$ cat src/rtl/rc4_pkg.sv
// Shared types and constants for the RC4 key-scheduling (KSA) swap engine.
// Holds the scheduler state encoding, the S-box size and the default key length,
// plus a helper that sizes the key-byte index counter.
package rc4_pkg;

  localparam int S_SIZE            = 256;
  localparam int DEFAULT_KEY_BYTES = 3;

  typedef enum logic [3:0] {
    IDLE,
    RD_I,
    WT_I,
    CAP_I,
    RD_J,
    WT_J,
    CAP_J,
    WR_I,
    WR_J,
    NEXT,
    DONE
  } state_t;

  // Width of a counter that spans 0..n-1; never narrower than one bit.
  function automatic int idx_width(input int n);
    return (n > 1) ? $clog2(n) : 1;
  endfunction

endpackage

$ cat src/rtl/ksa_swap_state_machine_key_byte_select.sv
// Purpose: pick key byte number key_idx out of secret_key (byte 0 is the MSB).
// Latency: combinational. Backpressure: none.
// Ports: secret_key (8*KEY_BYTES) in, key_idx in, key_byte (8) out.
module key_byte_select
  import rc4_pkg::*;
#(
  parameter int KEY_BYTES = DEFAULT_KEY_BYTES,
  parameter int KW        = idx_width(KEY_BYTES)
) (
  input  logic [8*KEY_BYTES-1:0] secret_key,
  input  logic [KW-1:0]          key_idx,
  output logic [7:0]             key_byte
);

  // Mux over constant slices; an out-of-range index yields zero.
  always_comb begin
    key_byte = 8'h00;
    for (int k = 0; k < KEY_BYTES; k++) begin
      if (key_idx == KW'(k)) begin
        key_byte = secret_key[8*(KEY_BYTES-1-k) +: 8];
      end
    end
  end

endmodule

$ cat src/rtl/ksa_swap_state_machine.sv
// Purpose: RC4 key schedule over an external 256-byte S memory (read S[i], S[j], swap).
// Latency: 9 cycles per i, done rises 2304 cycles after the first RD_I.
// Backpressure: none; start is honoured only in IDLE and DONE, ignored elsewhere.
// Ports: clk, reset (async, active-low), start pulse, secret_key, s_q (memory read
//        data, one-cycle registered-address latency); address/data/wren drive the
//        S memory port, done flags completion. All outputs are registered.
module ksa_swap_state_machine
  import rc4_pkg::*;
#(
  parameter int KEY_BYTES = DEFAULT_KEY_BYTES
) (
  input  logic                   clk,
  input  logic                   reset,
  input  logic                   start,
  input  logic [8*KEY_BYTES-1:0] secret_key,
  input  logic [7:0]             s_q,
  output logic [7:0]             address,
  output logic [7:0]             data,
  output logic                   wren,
  output logic                   done
);

  localparam int              KW        = idx_width(KEY_BYTES);
  localparam logic [KW-1:0]   KIDX_LAST = KW'(KEY_BYTES - 1);
  localparam logic [7:0]      LAST_I    = 8'(S_SIZE - 1);

  state_t        state;
  logic [7:0]    i;
  logic [7:0]    j;
  logic [7:0]    si;
  logic [7:0]    sj;
  logic [KW-1:0] key_idx;
  logic [7:0]    key_byte;
  logic [7:0]    j_next;

  key_byte_select #(
    .KEY_BYTES (KEY_BYTES),
    .KW        (KW)
  ) u_key_byte_select (
    .secret_key (secret_key),
    .key_idx    (key_idx),
    .key_byte   (key_byte)
  );

  // New j is formed from s_q while in CAP_I, so RD_J can present it immediately.
  assign j_next = j + s_q + key_byte;

  always_ff @(posedge clk or negedge reset) begin
    if (!reset) begin
      state   <= IDLE;
      i       <= 8'h00;
      j       <= 8'h00;
      si      <= 8'h00;
      sj      <= 8'h00;
      key_idx <= '0;
      address <= 8'h00;
      data    <= 8'h00;
      wren    <= 1'b0;
      done    <= 1'b0;
    end else begin
      case (state)
        IDLE: begin
          if (start) begin
            i       <= 8'h00;
            j       <= 8'h00;
            key_idx <= '0;
            done    <= 1'b0;
            wren    <= 1'b0;
            address <= 8'h00;
            state   <= RD_I;
          end
        end
        // Address stays on i through RD_I/WT_I/CAP_I; s_q is stable by CAP_I.
        RD_I: state <= WT_I;
        WT_I: state <= CAP_I;
        CAP_I: begin
          si      <= s_q;
          j       <= j_next;
          address <= j_next;
          state   <= RD_J;
        end
        RD_J: state <= WT_J;
        WT_J: state <= CAP_J;
        CAP_J: begin
          // s_q is S[j]; it goes straight out as WR_I data as well as into sj.
          sj      <= s_q;
          address <= i;
          data    <= s_q;
          wren    <= 1'b1;
          state   <= WR_I;
        end
        WR_I: begin
          address <= j;
          data    <= si;
          wren    <= 1'b1;
          state   <= WR_J;
        end
        WR_J: begin
          wren  <= 1'b0;
          state <= NEXT;
        end
        NEXT: begin
          if (i == LAST_I) begin
            done    <= 1'b1;
            address <= 8'h00;
            state   <= DONE;
          end else begin
            i       <= i + 8'd1;
            key_idx <= (key_idx == KIDX_LAST) ? '0 : key_idx + KW'(1);
            address <= i + 8'd1;
            state   <= RD_I;
          end
        end
        DONE: begin
          address <= 8'h00;
          wren    <= 1'b0;
          if (start) begin
            i       <= 8'h00;
            j       <= 8'h00;
            key_idx <= '0;
            done    <= 1'b0;
            state   <= RD_I;
          end else begin
            done <= 1'b1;
          end
        end
        default: begin
          wren  <= 1'b0;
          state <= IDLE;
        end
      endcase
    end
  end

endmodule

$ cat config.mk
export PLATFORM = sky130hd
export DESIGN_NAME = ksa_swap_state_machine
export DESIGN_NICKNAME = d
export VERILOG_FILES = /design/src/rtl/rc4_pkg.sv /design/src/rtl/ksa_swap_state_machine_key_byte_select.sv /design/src/rtl/ksa_swap_state_machine.sv
export SDC_FILE = /design/constraint.sdc
export NUM_CORES = 1
export LEC_CHECK = 0
export ABC_AREA = 1
export BUFFER_PORTS_ARGS = -buffer_cell sky130_fd_sc_hd__buf_2
export CAP_MARGIN = 10
export CORE_ASPECT_RATIO = 1.5
export CORE_MARGIN = 1.5
export CORE_UTILIZATION = 56
export DETAILED_ROUTE_END_ITERATION = 6
export GPL_TIMING_DRIVEN = 0
export PLACE_DENSITY = 0.8
export SYNTH_ARGS = -nofsm -noshare
export SYNTH_HDL_FRONTEND = slang
export SYNTH_SLANG_ARGS = --single-unit
$ cat constraint.sdc
create_clock -name clk -period 3.7 [get_ports clk]
set_input_delay 0.185 -clock clk [delete_from_list [all_inputs] [get_ports clk]]
set_output_delay 0.185 -clock clk [all_outputs]
set_load 0.02 [all_outputs]
==> summary.txt <==
Run status
  • Status: completed

Timing
  • Setup_tns: 0 ps
  • Setup violations, final: 0
  • Max-slew headroom: 0.299
  • RSZ-0062 raised after global routing: false
  • Fin crit share: 0.813
  • Skew final: 7.27 ps
  • Fin. Hold Viols: 0
  • Minimum clock period: 3010 ps
  • Fmax: 332 MHz
  • Slew @ Worst Pin: 1050 ps
  • Max Slew Vio Count: 0

Yosys
  • Syn_area_per_cell: 7.78 um2
  • Ys flop type: dfrtp_1
  • Yosys warnings: 0
  • Netlist cell types: 32
  • Asr flop ratio synth: 1.00
  • Register bit total from synthesis: 48
  • Netlist Area Pre-Place: 0.00284 mm2
  • EDFF count, synth: 0
  • Cells after Synth: 365
  • Register area share after synthesis: 0.423
  • Syn_nets: 415

Worst setup path
  • FF-to-FF End: j[5]$_DFFE_PN0P_
  • Reg2Reg Launch Point: key_idx[0]$_DFFE_PN0P_
  • Startpoint Class: flip-flop
  • Reg2reg setup slack: 690 ps
  • CP required: 3880 ps
  • Crit Path Class: flip-flop to flip-flop
  • WP data arrival: 3190 ps
  • CP max FO: 7
  • Reg2reg path depth: 15
  • Endpoint class of the critical path: flip-flop

Finish
  • Final net count: 474
  • Util after Layout: 0.683
  • Post-route cell area: 0.00331 mm2
  • # diodes: 0
  • Layout cells sized above 1: 0.179
  • Area grow syn2layout: 16.5%

Power and ir drop
  • Peak VDD IR: 556 uV
  • Sequential Power Share: 0.298
  • Power per cell area: 915 mW/mm2
  • Leakage: 0.00179 uW
  • Internal: 1600 uW
  • Switching power: 1430 uW
  • Switching Share: 0.471
  • Share of total power in combinational logic: 0.565
  • Clock power frac: 0.137

Clock network
  • CTS tree: built
  • Cts bufs inserted: 5
  • CTS root buf: clkbuf_8
  • CTS Sinks: 48
  • Post-CTS Setup Bufs: 0
  • Worst-Skew Late Latency: 310 ps
  • Resized Gates After CTS: 0
  • H-tree levels: 2
  • Clock Path Buffers: 2
  • Reg clk slew, reported paths: 90 ps
  • CTS Hold Bufs: 0

Routing
  • Via count: 2634
  • Detailed-route wire length per cell: 13.7 um
  • DR pass1 iterations: 4
  • 1st-iter DRT viols: 125
  • # DRC: 0
  • Vias per cell: 5.36
  • Antenna Violating Nets Remaining: 0
  • Total routed wirelength: 6.74 mm

GRT
  • Initial antenna violation count: 0
  • Total track usage: 0.276
  • Largest net degree at the start of global routing: 49
  • Vias in the first global route: 2595
  • GRT overflow: 0
  • Global-route wire length before repair: 11.7 mm

Floorplanning
  • Die area: 0.00552 mm2
  • Overall die height: 90.2 um
  • Rows: 31
  • Die Wd: 61.2 um
  • Top Ports: 53
  • Initial Util: 0.586
  • Core Area: 0.00485 mm2

Placed design
  • Port bufs: 52
  • Placed Area: 0.00318 mm2
  • RD Place Congestion: 0.899
  • HPWL after detailed placement: 5.11 mm

Min path
  • Worst Hold Class: primary input to asynchronous set/reset pin

Run
  • Max Cap Viol: 0
## power groups by stage
stage	clock network (uW)	logic, uW	registers [uW]
5_1_grt	442	1930	931
3_3_place_gp	0	1630	904
6_report	416	1710	902
3_5_place_dp	0	1680	912
4_1_cts	426	1700	902
2_1_floorplan	0	1160	987
## cells in the final DEF (no fill, tap or decap), drive strengths merged, types with 9 or more instances in the layout
cell type  netlist  final
a21oi           13     13
dfrtp           48     48
buf              5     57
nor2            17     17
nand3           29     29
o21ai           20     20
nand2          123    123
inv             56     56
o211ai           9      9
## worst max path at each step
stage,start,end,slack (ps)
floorplan,key_idx[0]$_DFFE_PN0P_,j[7]$_DFFE_PN0P_,1090
global placement,key_idx[0]$_DFFE_PN0P_,j[7]$_DFFE_PN0P_,800
detailed placement,key_idx[0]$_DFFE_PN0P_,j[7]$_DFFE_PN0P_,740
CTS,key_idx[0]$_DFFE_PN0P_,j[7]$_DFFE_PN0P_,700
global route,key_idx[0]$_DFFE_PN0P_,j[5]$_DFFE_PN0P_,440
finish,key_idx[0]$_DFFE_PN0P_,j[5]$_DFFE_PN0P_,690
## cells by family (layout without fill, tap and decap cells)
group | count (synthesis) | in the layout | synth area share
xor+xnor | 2 | 2 | 0.00617
fa+ha+maj | 15 | 15 | 0.0872
compound gates | 56 | 56 | 0.122
simple gates | 182 | 182 | 0.278
buf+inv | 62 | 122 | 0.0841
flops | 48 | 48 | 0.423
## state kept, by name (all words and copies together), names as in the netlist
name     flops
address      8
data         8
done         1
i            8
j            8
key_idx      2
si           8
state        4
wren         1
## critical path: stages (launching register included)
cell,delay (ps)
dfrtp_1,440
inv_1,70
nor2_1,350
a22o_1,190
a21oi_1,50
fa_1,440
inv_1,70
ha_1,190
inv_1,70
fa_1,410
inv_1,100
nand3_1,60
nand3_1,110
a21oi_1,90
o21ai_0,110
o21ai_0,140
## area by class of cell
class | count | area [um2]
sequential | 48 | 1200
clock buffer | 7 | 96.3
fill | 410 | 1540
multi-input combinational | 255 | 1400
buffer | 6 | 28.8
tap | 66 | 82.6
clock inverter | 1 | 30.0
inverter | 56 | 210
timing repair buffer | 52 | 260
## through the flow
stage	setup WS [ps]	hold slack [ps]	power, uW	instances
detailed placement	735	449	2590	483
CTS	700	110	3030	491
global placement	797	434	2530	483
finish	690	63.8	3030	491
global route	437	164	3300	491
floorplan	1090	-111	2140	365
## per-layer routing
metal | vias up | track usage | share of wire
met2 | 72 | 0.462 | 0.53
met4 | 0 | 0.0906 | 0.023
met1 | 1247 | 0.351 | 0.40
met5 | - | 0 | 0
li1 | 1299 | - | -
met3 | 16 | 0.0446 | 0.041
## synthesized netlist by cell type (3+ instances only)
cell	n	area share
nor2_1	13	0.017
nand3_1	29	0.051
nor2_2	3	0.0066
a21oi_1	13	0.023
o21ai_0	19	0.033
nand4_1	5	0.011
o22ai_1	8	0.018
fa_1	8	0.056
o211ai_1	9	0.024
buf_2	5	0.0088
ha_1	7	0.031
inv_1	54	0.071
dfrtp_1	48	0.42
nand2_1	122	0.16
No activity file was read; power rests on OpenSTA's default activity.
